==> config.mk <==
export PLATFORM = sky130hd
export DESIGN_NAME = fp32_add_sched
export DESIGN_NICKNAME = d
export VERILOG_FILES = /design/src/rtl/fp32_pkg.sv /design/src/rtl/rr_arb2.sv /design/src/rtl/fp32_add_sched.sv
export SDC_FILE = /design/constraint.sdc
export NUM_CORES = 1
export LEC_CHECK = 0
export CAP_MARGIN = 10
export CORE_UTILIZATION = 40
export CTS_BUF_LIST = sky130_fd_sc_hd__clkbuf_8
export CTS_CLUSTER_SIZE = 10
export DETAILED_ROUTE_END_ITERATION = 12
export GPL_ROUTABILITY_DRIVEN = 0
export HOLD_SLACK_MARGIN = 0.06
export PLACE_DENSITY = 0.91
export SYNTH_ARGS = -nofsm -noshare
export SYNTH_HDL_FRONTEND = slang
export SYNTH_HIERARCHICAL = 1
export SYNTH_SLANG_ARGS = --single-unit
==> constraint.sdc <==
create_clock -name clk -period 1.9 [get_ports clk]
set_input_delay 0.38 -clock clk [delete_from_list [all_inputs] [get_ports clk]]
set_output_delay 0.38 -clock clk [all_outputs]
set_load 0.01 [all_outputs]
==> src/rtl/fp32_pkg.sv <==
// Shared FP32 definitions: scheduler state encoding, FP32 constants,
// rounding-mode encodings and lane-select helpers for packed requester buses.
package fp32_pkg;

    typedef enum logic [1:0] {
        IDLE = 2'd0,
        EXEC = 2'd1,
        RESP = 2'd2
    } state_e;

    localparam logic [31:0] FP32_ONE  = 32'h3F80_0000;
    localparam logic [31:0] FP32_QNAN = 32'h7FC0_0000;

    localparam logic [1:0] RM_RNE = 2'd0;
    localparam logic [1:0] RM_RTZ = 2'd1;
    localparam logic [1:0] RM_RUP = 2'd2;
    localparam logic [1:0] RM_RDN = 2'd3;

    // Requester i owns bits [32i+31:32i] of a packed operand bus.
    function automatic logic [31:0] lane32(input logic [63:0] v, input logic sel);
        return sel ? v[63:32] : v[31:0];
    endfunction

    function automatic logic [1:0] lane2(input logic [3:0] v, input logic sel);
        return sel ? v[3:2] : v[1:0];
    endfunction

endpackage

==> src/rtl/rr_arb2.sv <==
// Two-input round-robin arbiter: a lone request wins outright, a tie goes to
// the requester that was not granted last.
module rr_arb2 (
    input  logic [1:0] req,
    input  logic       last,
    output logic [1:0] gnt
);

    // NOTE: every combinational output gets a default first so no path leaves it unassigned (no latch).
    always_comb begin
        gnt = 2'b00;
        unique case (req)
            2'b01:   gnt = 2'b01;
            2'b10:   gnt = 2'b10;
            2'b11:   gnt = last ? 2'b01 : 2'b10;
            default: gnt = 2'b00;
        endcase
    end

endmodule

==> src/rtl/fp32_add_sched.sv <==
// Time-shares one combinational FP32 adder between two requesters: grant,
// register operands, wait ADD_LAT cycles, capture, and return the result.
module fp32_add_sched
    import fp32_pkg::*;
#(
    parameter int unsigned ADD_LAT = 1,
    parameter int unsigned CNT_W   = 4
) (
    input  logic        clk,
    input  logic        rst_n,
    input  logic [1:0]  req_valid,
    output logic [1:0]  req_ready,
    input  logic [63:0] req_a,
    input  logic [63:0] req_b,
    input  logic [3:0]  req_rmode,
    output logic [1:0]  rsp_valid,
    input  logic [1:0]  rsp_ready,
    output logic [31:0] rsp_y,
    output logic        rsp_error,
    output logic        rsp_overflow,
    output logic [31:0] add_a,
    output logic [31:0] add_b,
    output logic [1:0]  add_rmode,
    input  logic [31:0] add_y,
    input  logic        add_error,
    input  logic        add_overflow,
    output logic        busy
);

    state_e             state_q, state_d;
    logic               owner_q, owner_d;
    logic               last_q, last_d;
    logic [CNT_W-1:0]   cnt_q, cnt_d;
    logic [31:0]        add_a_q, add_a_d;
    logic [31:0]        add_b_q, add_b_d;
    logic [1:0]         add_rmode_q, add_rmode_d;
    logic [31:0]        rsp_y_q, rsp_y_d;
    logic               rsp_err_q, rsp_err_d;
    logic               rsp_ovf_q, rsp_ovf_d;
    logic [1:0]         gnt;
    logic [1:0]         req_ready_c;
    logic [1:0]         rsp_valid_c;

    rr_arb2 u_arb (
        .req  (req_valid),
        .last (last_q),
        .gnt  (gnt)
    );

    always_comb begin
        state_d     = state_q;
        owner_d     = owner_q;
        last_d      = last_q;
        cnt_d       = cnt_q;
        add_a_d     = add_a_q;
        add_b_d     = add_b_q;
        add_rmode_d = add_rmode_q;
        rsp_y_d     = rsp_y_q;
        rsp_err_d   = rsp_err_q;
        rsp_ovf_d   = rsp_ovf_q;
        req_ready_c = 2'b00;
        rsp_valid_c = 2'b00;

        unique case (state_q)
            IDLE: begin
                req_ready_c = gnt;
                if (gnt != 2'b00) begin
                    add_a_d     = lane32(req_a, gnt[1]);
                    add_b_d     = lane32(req_b, gnt[1]);
                    add_rmode_d = lane2(req_rmode, gnt[1]);
                    owner_d     = gnt[1];
                    last_d      = gnt[1];
                    cnt_d       = CNT_W'(ADD_LAT - 1);
                    state_d     = EXEC;
                end
            end
            EXEC: begin
                if (cnt_q == '0) begin
                    rsp_y_d   = add_y;
                    rsp_err_d = add_error;
                    rsp_ovf_d = add_overflow;
                    state_d   = RESP;
                end else begin
                    cnt_d = cnt_q - CNT_W'(1);
                end
            end
            RESP: begin
                rsp_valid_c[owner_q] = 1'b1;
                if (rsp_ready[owner_q]) begin
                    state_d = IDLE;
                end
            end
            default: state_d = IDLE;
        endcase
    end

    // NOTE: state registers use non-blocking assignments so every flop samples pre-edge values.
    always_ff @(posedge clk or negedge rst_n) begin
        if (!rst_n) begin
            state_q     <= IDLE;
            owner_q     <= 1'b0;
            last_q      <= 1'b1;
            cnt_q       <= '0;
            add_a_q     <= '0;
            add_b_q     <= '0;
            add_rmode_q <= '0;
            rsp_y_q     <= '0;
            rsp_err_q   <= 1'b0;
            rsp_ovf_q   <= 1'b0;
        end else begin
            state_q     <= state_d;
            owner_q     <= owner_d;
            last_q      <= last_d;
            cnt_q       <= cnt_d;
            add_a_q     <= add_a_d;
            add_b_q     <= add_b_d;
            add_rmode_q <= add_rmode_d;
            rsp_y_q     <= rsp_y_d;
            rsp_err_q   <= rsp_err_d;
            rsp_ovf_q   <= rsp_ovf_d;
        end
    end

    // The grant is combinational from req_valid, so it is masked while reset is held.
    assign req_ready    = rst_n ? req_ready_c : 2'b00;
    assign rsp_valid    = rsp_valid_c;
    assign rsp_y        = rsp_y_q;
    assign rsp_error    = rsp_err_q;
    assign rsp_overflow = rsp_ovf_q;
    assign add_a        = add_a_q;
    assign add_b        = add_b_q;
    assign add_rmode    = add_rmode_q;
    assign busy         = (state_q != IDLE);

endmodule

After elaboration in Yosys (flattened, before gate mapping)
Index checks and enable logic that the tools add are counted.
{"block": "op_classes", "n_addsub": 1, "magnitude_cmp": 2, "n_eq_ne": 9, "muxes": 19, "n_reduce_logical": 10}
{"op": "$mux W32", "count": 2}
{"op": "$mux W2", "count": 8}
{"op": "$pmux W2 S3", "count": 2}
{"op": "$mux W4", "count": 2}
{"op": "$ne A2 B2 Y1 const B", "count": 4}
{"op": "$pmux W4 S2", "count": 1}
{"op": "$eq A2 B2 Y1 const B", "count": 3}
{"op": "$reduce_and A3 Y1", "count": 2}
{"op": "$reduce_bool A2 Y1", "count": 3}
{"op": "$eq A2 B1 Y1 const B", "count": 2}
{"op": "$logic_not A4 Y1", "count": 1}
{"op": "$reduce_and A2 Y1", "count": 2}
{"op": "$sub A4 B1 Y4 const B", "count": 1}
{"op": "$mux W1", "count": 3}
{"op": "$logic_not A2 Y1", "count": 1}
{"op": "$lt A1 B2 Y1 const B", "count": 1}
{"op": "$demux W1 S1", "count": 1}
{"op": "$ge A1 B1 Y1 const B", "count": 1}
{"op": "$logic_and A1 B1 Y1", "count": 1}
{"block": "word_totals", "ff_bits": 108, "in_bits": 172, "output_inout_bits": 105}

Longest topological paths before layout
Gate-level depths: netlist of the first run.
{"block": "depth", "word_depth": 5, "mapped_depth": 7, "ltp_nobuf": 5}

Hierarchy
Netlist of the first run, hierarchy kept.
{"mod": "fp32_add_sched", "n_inst": 1, "cells_each": 412, "area_per_inst_um2": 4913.5}
{"mod": "rr_arb2", "n_inst": 1, "cells_each": 3, "area_per_inst_um2": 18.8}

Worst setup path after synthesis of the first run
OpenSTA, ideal clock, no wires.
{"block": "synth_timing", "path_kind": "input to output", "startpoint": "in req_valid[1]", "endpoint": "out req_ready[1]", "arrival_time_ns": 1.436, "t_required_ns": 1.520, "slack_ns": 0.084, "cell_stages": 5, "path_cell_list": "a21boi_0 > buf_2 > buf_2 > buf_2 > and3_1"}
{"block": "synth_via", "elab_chain_cells": 4, "word_cells_on_any_way": 6, "cone_classes": "eq/ne (3); mux (3)"}
{"element": "from (decl)", "line_no": "fp32_add_sched.sv:11", "rtl": "input logic [1:0] req_valid,"}
{"element": "$eq A2 B2 Y1 or $eq A2 B1 Y1 (tied branches)", "line_no": "rr_arb2.sv:12", "rtl": "unique case (req)"}
{"element": "$pmux W2 S3 (*)", "line_no": "rr_arb2.sv:12"}
{"element": "$mux W2 (*)", "line_no": "fp32_add_sched.sv:64", "rtl": "unique case (state_q)"}
{"element": "$mux W2 (*)", "line_no": "fp32_add_sched.sv:125", "rtl": "assign req_ready = rst_n ? req_ready_c : 2'b00;"}
{"element": "to (decl)", "line_no": "fp32_add_sched.sv:12", "rtl": "output logic [1:0] req_ready,"}
Every way passes the cells marked *; elsewhere a longest branch is shown, timed or not.

Worst setup path after layout of the first run
{"block": "layout_timing", "startpoint": "reg last_q", "endpoint": "reg cnt_q[1]"}
{"block": "layout_via", "elab_chain_cells": 5}
{"element": "from (decl)", "line_no": "fp32_add_sched.sv:32", "rtl": "logic last_q, last_d;"}
{"element": "from (signal assigned)", "line_no": "fp32_add_sched.sv:113", "rtl": "last_q <= last_d;"}
{"element": "$mux W2", "line_no": "rr_arb2.sv:15", "rtl": "2'b11: gnt = last ? 2'b01 : 2'b10;"}
{"element": "$pmux W2 S3", "line_no": "rr_arb2.sv:12"}
{"element": "net gnt[1]", "line_no": "fp32_add_sched.sv:40", "rtl": "logic [1:0] gnt;"}
{"element": "$reduce_bool A2 Y1", "line_no": "fp32_add_sched.sv:67", "rtl": "if (gnt != 2'b00) begin"}
{"element": "$ne A2 B2 Y1 (no source line)"}
{"element": "$reduce_and A3 Y1 (no source line)"}
{"element": "to (signal assigned)", "line_no": "fp32_add_sched.sv:114", "rtl": "cnt_q <= cnt_d;"}
{"element": "to (decl)", "line_no": "fp32_add_sched.sv:33", "rtl": "logic [CNT_W-1:0] cnt_q, cnt_d;"}
The timed path passes the listed nets, and every way through them passes these cells.
A chain may end at the register's enable or synchronous reset.

==> flow_metrics.env, run 1 <==
export IMPL_cts_sinks=108
export IMPL_total_power_w=0.0124
export IMPL_wirelength_um=15700
export IMPL_crit_type="reg2reg"
export IMPL_seq_area_mm2=0.00270
export IMPL_insertedDiodeCount=0
export IMPL_antenna_found_initial=0
export IMPL_ios=277
export IMPL_clock_skew_ns=0.00880
export IMPL_synth_top_cell_area_share_pct=54.3
export IMPL_drive_gt1_share_pct=11.5
export IMPL_tightestPinTransition_ns=0.763
export IMPL_placed_cells=818
export IMPL_synth_edf_count=0
export IMPL_rows=40
export IMPL_dr_pass1_iters=4
export IMPL_critPathLaunch="last_q"
export IMPL_clock_power_share_pct=13.0
export IMPL_multiInputGateArea_mm2=0.00212
export IMPL_cp_max_fo=27
export IMPL_fin_ws_ns=0.0461
export IMPL_grt_max_degree=109
export IMPL_fmax_mhz=539
export IMPL_drtIter0Drc=195
export IMPL_cp_required_ns=2.16
export IMPL_status="finished, final reports clean"
export IMPL_synth_cell_types=32
export IMPL_hold_violations=0
export IMPL_p_seq_share_pct=32.9
export IMPL_synth_most_common_cell="o21ai_0"
export IMPL_drc=0
export IMPL_relSlewSlack_pct=49.0
export IMPL_p_int_w=0.00812
export IMPL_wl_per_cell_um=18.6
export IMPL_rsz0062_at_grt="true"
export IMPL_maxCapViolCount=0
export IMPL_layout_nets=865
export IMPL_syn_avg_cell_area_um2=11.9
export IMPL_gr_total_overflow=0
export IMPL_end_kind="flip-flop"
export IMPL_dpl_hpwl_um=10500
export IMPL_setup_tns_ns=0
export IMPL_root_buffer="clkbuf_8"
export IMPL_yosys_warnings=6
export IMPL_clk_latency_ns=0.36
export IMPL_cp_endpoint="cnt_q[1]"
export IMPL_coreArea_mm2=0.0120
export IMPL_via_per_inst=5.22
export IMPL_synth_seq_cells=108
export IMPL_r2r_start="last_q"
export IMPL_vias=4397
export IMPL_die_area_mm2=0.0128
export IMPL_dpl_worst_slack_ns=-0.625
export IMPL_p_per_area_mw_per_mm2=1490
export IMPL_reg2reg_to="cnt_q[1]"
export IMPL_p_leak_nw=3.59
export IMPL_grt_pass1_vias=4571
export IMPL_rrSetupSlack_ns=0.05
export IMPL_r2r_cells=8
export IMPL_initial_core_util_pct=41.1
export IMPL_synthToLayoutAreaGrowth_pct=68.9
export IMPL_synth_area_leaders="dfrtp_1, o21ai_0, mux2i_1"
export IMPL_die_h_um=113
export IMPL_cts_buffer_depth=2
export IMPL_synthesis_nets=589
export IMPL_synthesis_area_mm2=0.00493
export IMPL_cts_tree="done"
export IMPL_cts_reportedPaths_clkPinSlew_ns=0.09
export IMPL_seq_area_frac_synth_pct=54.8
export IMPL_async_reset_ff_share_pct=100
export IMPL_combPwrFrac_pct=54.1
export IMPL_htreeDepth=3
export IMPL_cp_start_kind="flip-flop"
export IMPL_numCtsBuffers=9
export IMPL_irDropWorstVdd_mv=0.664
export IMPL_yosysTopAreaCell="dfrtp_1"
export IMPL_synthTopCellsByCount="o21ai_0, dfrtp_1, mux2i_1"
export IMPL_period_share_pct=97.6
export IMPL_fin_util_pct=69.4
export IMPL_ant_nets=0
export IMPL_grt_pass1_wl_um=22900
export IMPL_fill_cells=870
export IMPL_io_buffers=276
export IMPL_crit_arrival_ns=2.11
export IMPL_min_period_ns=1.85
export IMPL_final_cell_count_no_fill=843
export IMPL_hold_class="in2async"
export IMPL_synthCells=415
export IMPL_grt_total_usage_pct=23.2
export IMPL_maxSlewViolCount=0
export IMPL_p_sw_share_pct=34.5
export IMPL_setup_viol=0
export IMPL_p_switching_w=0.00427
export IMPL_fp_dieW_um=113
export IMPL_ys_flop_type="dfrtp_1"
## placed cells by master, fill, tap and decap left out, types with 3 or more instances in the layout
cell               n
clkbuf_16          3
dfrtp_1          107
buf_12             6
nor2_1             5
clkbuf_8           9
inv_1              6
o21ai_1            5
mux2i_1           66
nor2_4             3
buf_4              8
dlygate4sd2_1      4
mux2_4            29
clkdlybuf4s50_1  268
bufinv_16          3
o21ai_0          130
nand2b_1           4
mux2_2             5
## area by class of cell
| type | count | share of cell area (%) |
|---|---|---|
| clock buffers | 9 | 1.49 |
| clock inverters | 7 | 1.29 |
| inverters | 5 | 0.225 |
| multi-input cells | 271 | 25.4 |
| flip-flops and latches | 108 | 32.5 |
| well taps | 147 | 2.21 |
| repair buffers | 296 | 36.9 |
## worst max-delay path: stages, from the launching register on
cell      delay, ns
dfstp_2        0.39
buf_4          0.14
a21boi_4       0.25
buf_6          0.18
buf_12         0.19
o21ai_4        0.07
buf_12         0.14
buf_12         0.15
a31o_2         0.23
## how the worst min path moves through the flow
stage,from,endpoint,slack [ns],cells after the start
detailed placement,rsp_error,rsp_error,0.49,1
floorplan,rst_n,add_a[0],0.08,0
finish,rst_n,rsp_y[26],0.06,2
CTS,rst_n,rsp_y[24],0.13,2
global placement,rsp_error,rsp_error,0.49,1
global route,rst_n,rsp_y[9],0.14,2
## stage by stage
step / area, um^2 / hold slack, ns
3_3_place_gp: 7910 / 0.489
3_5_place_dp: 7910 / 0.493
4_1_cts: 8210 / 0.126
2_1_floorplan: 4930 / 0.0844
6_report: 8330 / 0.0619
5_1_grt: 8330 / 0.141
## sequential cells by signal, indices dropped and copies added, names as in the netlist
register	count
rsp_y	32
add_b	32
state_q	2
last_q	1
add_a	32
owner_q	1
cnt_q	4
rsp_overflow	1
rsp_error	1
add_rmode	2
## power groups by stage
stage               clock network, W  registers [W]  logic [W]
global route                 0.00174        0.00420    0.00717
floorplan                          0        0.00453    0.00249
CTS                          0.00165        0.00407    0.00644
global placement                   0        0.00403    0.00615
finish                       0.00161        0.00407    0.00670
detailed placement                 0        0.00411    0.00633
## repair_timing
action                                  in CTS  in global routing
gates resized for setup                     15                 11
endpoints found under the setup margin      74                 73
pin swaps                                    4                  4
buffers inserted                             2                  1
hold buffers                                 0                  0
cloned                                       2                  4
## cell families after synthesis
kind of cell / after synthesis / synth area share (%)
adders and majority gates: 2 / 0.507
muxes: 100 / 23.4
AOI/OAI and AO/OA: 146 / 15.4
DFF: 108 / 54.8
and+or+nand+nor: 21 / 2.41
buffers and inverters: 38 / 3.53
## routing by layer
| metal | wire, um | GRT usage, % | vias to the layer above |
|---|---|---|---|
| met5 | 0 | 0 | - |
| met4 | 444 | 9.04 | 0 |
| met3 | 1300 | 7.61 | 37 |
| met2 | 8140 | 42.1 | 201 |
| met1 | 5780 | 24.8 | 2115 |
| li1 | - | - | 2044 |
(Power assumes the default switching activity.)
==> run 2: changes to the inputs <==
- GPL_ROUTABILITY_DRIVEN: 0 -> 1
==> results of run 2 <==
Final layout, timing and power as in run 1 (identical DEF).
